==> src/rtl/hilo_muldiv_unit.sv <==
// rtl/hilo_muldiv_unit.sv - multi-cycle multiply/divide engine owning HI/LO
module hilo_muldiv_unit #(
    parameter int MUL_STAGES = 2
) (
    input  logic        clk,
    input  logic        rst_n,
    input  logic        start,
    input  logic [2:0]  op,
    input  logic [31:0] a,
    input  logic [31:0] b,
    output logic        busy,
    output logic        done,
    output logic        div_zero,
    output logic [31:0] hi,
    output logic [31:0] lo
);

    localparam logic [2:0] OP_MULT  = 3'b000;
    localparam logic [2:0] OP_MULTU = 3'b001;
    localparam logic [2:0] OP_DIV   = 3'b010;
    localparam logic [2:0] OP_DIVU  = 3'b011;
    localparam logic [2:0] OP_MTHI  = 3'b100;
    localparam logic [2:0] OP_MTLO  = 3'b101;

    typedef enum logic [1:0] {
        IDLE = 2'd0,
        MUL  = 2'd1,
        DIV  = 2'd2,
        FIX  = 2'd3
    } state_t;

    state_t      state;
    logic [5:0]  cnt;
    logic [31:0] mul_a;
    logic [31:0] mul_b;
    logic        mul_signed;
    logic [31:0] rem;
    logic [31:0] quo;
    logic [31:0] dvs;
    logic        sign_q;
    logic        sign_r;
    logic        dz_pend;

    logic        is_div;
    logic [31:0] mag_a;
    logic [31:0] mag_b;
    logic [63:0] ext_a;
    logic [63:0] ext_b;
    logic [63:0] product;
    logic [32:0] shifted;
    logic [32:0] trial;
    logic [31:0] rem_next;
    logic [31:0] quo_next;

    // Operand magnitudes at issue; an unsigned 32-bit result holds |-2^31| exactly
    always_comb begin
        is_div = (op == OP_DIV);
        mag_a  = (is_div && a[31]) ? (32'd0 - a) : a;
        mag_b  = (is_div && b[31]) ? (32'd0 - b) : b;
    end

    // Full 64-bit product of the latched operands, sign- or zero-extended
    always_comb begin
        ext_a   = mul_signed ? {{32{mul_a[31]}}, mul_a} : {32'd0, mul_a};
        ext_b   = mul_signed ? {{32{mul_b[31]}}, mul_b} : {32'd0, mul_b};
        product = ext_a * ext_b;
    end

    // One restoring step: 33-bit trial subtract, borrow in bit 32 means restore
    always_comb begin
        shifted = {rem, quo[31]};
        trial   = shifted - {1'b0, dvs};
        if (!trial[32]) begin
            rem_next = trial[31:0];
            quo_next = {quo[30:0], 1'b1};
        end else begin
            rem_next = shifted[31:0];
            quo_next = {quo[30:0], 1'b0};
        end
    end

    // Control FSM, datapath registers and the architectural HI/LO
    always_ff @(posedge clk or negedge rst_n) begin
        if (!rst_n) begin
            state      <= IDLE;
            cnt        <= 6'd0;
            mul_a      <= 32'd0;
            mul_b      <= 32'd0;
            mul_signed <= 1'b0;
            rem        <= 32'd0;
            quo        <= 32'd0;
            dvs        <= 32'd0;
            sign_q     <= 1'b0;
            sign_r     <= 1'b0;
            dz_pend    <= 1'b0;
            busy       <= 1'b0;
            done       <= 1'b0;
            div_zero   <= 1'b0;
            hi         <= 32'd0;
            lo         <= 32'd0;
        end else begin
            done <= 1'b0;
            case (state)
                IDLE: begin
                    if (start) begin
                        case (op)
                            OP_MULT, OP_MULTU: begin
                                mul_a      <= a;
                                mul_b      <= b;
                                mul_signed <= (op == OP_MULT);
                                cnt        <= 6'd0;
                                busy       <= 1'b1;
                                div_zero   <= 1'b0;
                                state      <= MUL;
                            end
                            OP_DIV, OP_DIVU: begin
                                cnt      <= 6'd0;
                                busy     <= 1'b1;
                                div_zero <= 1'b0;
                                if (b == 32'd0) begin
                                    // FIX then writes lo=all-ones, hi=dividend unchanged
                                    quo     <= 32'hFFFF_FFFF;
                                    rem     <= a;
                                    sign_q  <= 1'b0;
                                    sign_r  <= 1'b0;
                                    dz_pend <= 1'b1;
                                    state   <= FIX;
                                end else begin
                                    quo     <= mag_a;
                                    rem     <= 32'd0;
                                    dvs     <= mag_b;
                                    sign_q  <= is_div & (a[31] ^ b[31]);
                                    sign_r  <= is_div & a[31];
                                    dz_pend <= 1'b0;
                                    state   <= DIV;
                                end
                            end
                            OP_MTHI: begin
                                hi       <= a;
                                div_zero <= 1'b0;
                            end
                            OP_MTLO: begin
                                lo       <= a;
                                div_zero <= 1'b0;
                            end
                            default: ;
                        endcase
                    end
                end
                MUL: begin
                    if (cnt == 6'(MUL_STAGES - 1)) begin
                        {hi, lo} <= product;
                        busy     <= 1'b0;
                        done     <= 1'b1;
                        state    <= IDLE;
                    end else begin
                        cnt <= cnt + 6'd1;
                    end
                end
                DIV: begin
                    rem <= rem_next;
                    quo <= quo_next;
                    cnt <= cnt + 6'd1;
                    if (cnt == 6'd31) begin
                        state <= FIX;
                    end
                end
                FIX: begin
                    lo       <= sign_q ? (32'd0 - quo) : quo;
                    hi       <= sign_r ? (32'd0 - rem) : rem;
                    div_zero <= dz_pend;
                    busy     <= 1'b0;
                    done     <= 1'b1;
                    state    <= IDLE;
                end
                default: state <= IDLE;
            endcase
        end
    end

endmodule

==> config.mk <==
export PLATFORM = sky130hd
export DESIGN_NAME = hilo_muldiv_unit
export DESIGN_NICKNAME = d
export VERILOG_FILES = /design/src/rtl/hilo_muldiv_unit.sv
export SDC_FILE = /design/constraint.sdc
export NUM_CORES = 2
export LEC_CHECK = 0
export BUFFER_PORTS_ARGS = -buffer_cell sky130_fd_sc_hd__buf_2
export CORE_MARGIN = 3
export CORE_UTILIZATION = 45
export DETAILED_ROUTE_END_ITERATION = 16
export PLACE_DENSITY = 0.6
export SYNTH_ARGS = -nofsm -noshare
export SYNTH_HDL_FRONTEND = slang
export SYNTH_SLANG_ARGS = --single-unit
==> constraint.sdc <==
create_clock -name clk -period 10 [get_ports clk]
set_clock_uncertainty 0.1 [all_clocks]
set_input_delay 3 -clock clk [delete_from_list [all_inputs] [get_ports clk]]
set_output_delay 3 -clock clk [all_outputs]
set_load 0.02 [all_outputs]
# Yosys cells after proc, flatten, opt, wreduce, memory -nomap -nowiden
# Cells that the tools add are included.
dict set report classes {
  addsub 6
  mul 1
  eq_ne 20
  mux 46
  bitwise 4
  reduce_logical 23
}
# op n
set ops {}
lappend ops {{two-way mux 32 bit} 17}
lappend ops {{one-hot mux 32 bit (3 select lines)} 2}
lappend ops {{two-way mux 64 bit} 2}
lappend ops {{one-hot mux 32 bit (2 select lines)} 2}
lappend ops {{subtractor 1 x 32 -> 32 bit (first input constant)} 4}
lappend ops {{multiplier 64 x 64 -> 64 bit} 1}
lappend ops {{subtractor 33 x 32 -> 33 bit} 1}
lappend ops {{logical NOT 32 bit} 1}
lappend ops {{AND reduction 4 bit} 6}
lappend ops {{two-way mux 6 bit} 3}
lappend ops {{one-hot mux 6 bit (3 select lines)} 1}
lappend ops {{!= test 2 bit (second input constant)} 6}
lappend ops {{AND reduction 3 bit} 4}
lappend ops {{two-way mux 1 bit} 11}
lappend ops {{one-hot mux 2 bit (4 select lines)} 1}
lappend ops {{adder 6 x 1 -> 6 bit (second input constant)} 1}
lappend ops {{equality test 3 x 2 -> 1 bit (second input constant)} 2}
lappend ops {{equality test 3 bit (second input constant)} 2}
lappend ops {{equality test 6 x 1 -> 1 bit (second input constant)} 1}
lappend ops {{equality test 6 x 5 -> 1 bit (second input constant)} 1}
lappend ops {{two-way mux 2 bit} 3}
lappend ops {{!= test 2 x 1 -> 1 bit (second input constant)} 3}
lappend ops {{nonzero test 3 bit} 2}
lappend ops {{OR reduction 6 bit} 1}
lappend ops {{other kinds (16)} 22}
dict set report totals {
  reg_bits 239
  inputBits 70
  elab_cells 116
}

# Longest topological paths before layout
dict set report depth {
  word_depth 7
  depth_mapped 35
  ltp_nobuf 32
}

# Worst setup path before layout
# OpenSTA, ideal clock, no wires.
dict set report synth_path {
  path_kind {reg-to-reg}
  from {register mul_a[31]}
  to {register hi[27]}
  setup_ns 0.129
  arrival_ns 9.038
  slack_ns 0.732
  path_stages_with_launch 31
  path_buffers 3
  period_less_slack_ns 9.268
  cell_sequence {dfrtp_1 > and2_1 > clkbuf_1 > clkbuf_1 > nand2_1 > fa_1 > inv_1 > fa_1 > fa_1 > inv_1 > fa_1 > inv_1 > fa_1 > fa_1 > fa_1 > fa_1 > fa_1 > inv_1 > fa_1 > inv_1 > ha_1 > clkbuf_1 > and4_1 > and3_1 > o311a_1 > o31ai_1 > a21o_1 > o221ai_1 > o41ai_1 > o32a_1 > nand3_1}
}
dict set report synth_between {
  elab_chain_len 4
}
# element line
set synth_lines {}
lappend synth_lines {{start: declaration} 34} ;# logic [31:0] mul_a;
lappend synth_lines {{start signal: assignment} 87} ;# mul_a <= 32'd0;
lappend synth_lines {{start signal: assignment} 108} ;# mul_a <= a;
lappend synth_lines {{two-way mux 64 bit} 64} ;# ext_a = mul_signed ? {{32{mul_a[31]}}, mul_a} : {32'd0, mul_a};
lappend synth_lines {{multiplier 64 x 64 -> 64 bit} 66} ;# product = ext_a * ext_b;
lappend synth_lines {{two-way mux 32 bit} 151} ;# if (cnt == 6'(MUL_STAGES - 1)) begin
lappend synth_lines {{one-hot mux 32 bit (3 select lines)} 103} ;# case (state)
lappend synth_lines {{end signal: assignment} 152} ;# {hi, lo} <= product;
lappend synth_lines {{end signal: assignment} 170} ;# hi <= sign_r ? (32'd0 - rem) : rem;
lappend synth_lines {{end: declaration} 14} ;# output logic [31:0] hi,
# Every way passes these cells. The select of a mux whose other input is x is not followed.
# A chain may end at the register's enable or synchronous reset.

# Worst setup path in the final report
dict set report layout_path {
  from {register mul_a[28]}
  to {register hi[10]}
}
# The elaborated chain is that of the path after synthesis.

==> run metrics <==
outcome completed; 1st-iter DRT viols 3614; MaxCap Viol Count 0; core area 0.1385 mm²; Seq cells post-synth 239; initial antenna violation count 15; Tcrit/Tclk final 96.21%; Max Buffers Root-to-Sink 3; Yosys cell types 77; register area share after synthesis 9.461%; Post-CTS Hold Buffers 0; delay of the slowest critical-path stage 0.90 ns; end-of-flow core utilization 48.67%; Min Hold Slack 0.3830 ns; kind of critical path reg -> reg; metal3 WL 12.13 mm; CTS Buf Count 31; CP Data Arrival Time 10.04 ns; ys flop type dfrtp_1; Hold Vio Cnt, Final 0; CP max-delay cell dfrtp_1; Tmin final 9.621 ns; FP Rows 136; clk slew on worst S/H paths 0.06 ns; CP endpoint kind flip-flop; vias per inst 5.415; Final Max Slew Viols 0; WP data required 10.42 ns; Async SR Flop Fraction 100.0%; first-pass GRT wire length 309.9 mm; nets 8699; DR WL/cell 22.46 µm; max_slew headroom 15.32%; Post-Syn Nets 8743; vias in the first global route 51210; Peak Freq 103.9 MHz; synthesized area per cell 9.159 µm²; met2 WL post-DR 92.84 mm; DP Wirelength 164.5 mm; die width 380.8 µm; cell repeated most along the worst path fa_1; antenna-violating nets left 0; die area 0.1450 mm²; area added between synthesis and finish 6.651%; total number of vias 47388; die span in y 380.8 µm; IO Port Bufs 136; cts repair resizes 0; Pre-Repair DR Iteration Count 6; layout cells sized above 1 6.757%; Top Ports 137; largest area contributor in the netlist fa_1; measured slew at the worst slew-check pin 1.266 ns; Top Layer Used met5; synthesized instance count 6902; placed instance count 8688; largest net degree at the start of global routing 148; dominant cells by area after synthesis fa_1 (45%), dfrtp_1 (9.5%), inv_1 (9.4%), ha_1 (6.9%), and2_1 (5.8%); crit start category flip-flop; # setup viols final 0; final std cells w/o fill 8752; Post-CTS Setup Bufs 0; synth warn 0; Total GRT Usage 27.81%; Clock Latency Late Sink 0.60 ns; CTS Sinks 239; total grt overflow 0; hold crit path type reg -> reg; Initial Util 45.64%; drt total wl 196.5 mm; H-tree Lvls 1; RSZ-0062 raised after global routing no; root buffer cell clkbuf_16; Post-route DRC 0; number of enable flip-flop cells after synthesis 0; Post-Syn Area 0.06321 mm²; Synth top area share 44.97%; TritonCTS clock tree yes; gpl congestion 0.9283; Crit Path Max Fanout 16; TNS Setup 0 ns; M1 WL 83.96 mm
[metal layers]
layer  vias to the layer above  track usage [%]
li1                      20747                -
met1                     24791            38.69
met2                      1543            45.59
met3                       303            3.236
met4                         4            8.892
met5                         -                0
[registers in the layout (all words and copies together), names as in the netlist]
register / flops
mul_a: 32
sign_q: 1
sign_r: 1
busy: 1
mul_signed: 1
lo: 32
rem: 32
dvs: 32
dz_pend: 1
cnt: 6
div_zero: 1
mul_b: 32
done: 1
hi: 32
state: 2
quo: 32
[stage by stage]
step                      area, µm²  worst slack, ns
after floorplan               63210           0.7322
after global placement        66230           0.1695
after detailed placement      66230           0.1183
after CTS                     67370          0.06604
after global routing          67410         0.008979
final                         67420           0.3785
[cell usage in the layout, fill, tap and decap left out, drive strengths merged, types with 26 or more instances in the layout]
cell type and instances:
a31oi 29, ha 351, inv 1588, o21ai 208, o31ai 44, nor3 49, mux2 66, nand2 735
clkbuf 43, a21o 54, and3 33, dfrtp 239, xnor2 176, and2 587, fa 1420, nand3 67
o22ai 26, a221oi 31, nor2 180, a21oi 226, buf 294, xor2 70
[cell type report]
class | instances | area [µm²]
sequential | 239 | 5991
tap | 1863 | 2331
antenna | 7 | 17.52
timing repair buffer | 294 | 2052
clock inverter | 14 | 227.7
fill | 13351 | 71100
clock buffer | 43 | 910.9
inverter | 1587 | 5957
multi-input combinational | 4705 | 49930
[cells in the mapped netlist (all sizes together) (70+ instances only)]
library cell / count
inv: 1587
dfrtp: 239
xnor2: 176
o21ai: 208
ha: 351
nor2: 180
xor2: 70
and2: 587
fa: 1420
nand2: 735
clkbuf: 344
a21oi: 226
[path summary, 6_finish.rpt]
path / startpoint / endpoint / slack (ns) / cells after the start
max in group asynchronous: rst_n / mul_a[4] / 5.99 / 2
min reg2reg: lo[20] / lo[20] / 0.38 / 2
min: lo[20] / lo[20] / 0.38 / 2
min in group asynchronous: rst_n / mul_b[28] / 2.32 / 1
max: mul_a[28] / hi[10] / 0.38 / 28
max reg2reg: mul_a[28] / hi[10] / 0.38 / 28
[worst max-delay path: cells and delay by family (launching register included)]
kind,cells,cell delay [ns]
flops,1,0.90
buf+inv,7,0.76
compound gates,5,1.10
simple gates,4,0.86
fa+ha+maj,11,5.56
xor+xnor,1,0.25
[cell families (layout without fill, tap and decap cells)]
kind of cell / after synthesis / count (layout) / synth area share, %
fa+ha+maj: 1775 / 1775 / 51.98
other cells: 0 / 7 / 0
flops: 239 / 239 / 9.461
simple gates: 1809 / 1809 / 14.18
xor+xnor: 246 / 246 / 3.408
mux: 69 / 69 / 1.223
buf+inv: 1958 / 1938 / 11.66
compound gates: 806 / 806 / 8.086
Power is not shown: default switching activity piles up to over one toggle a cycle in this logic, so the estimate is an artifact.
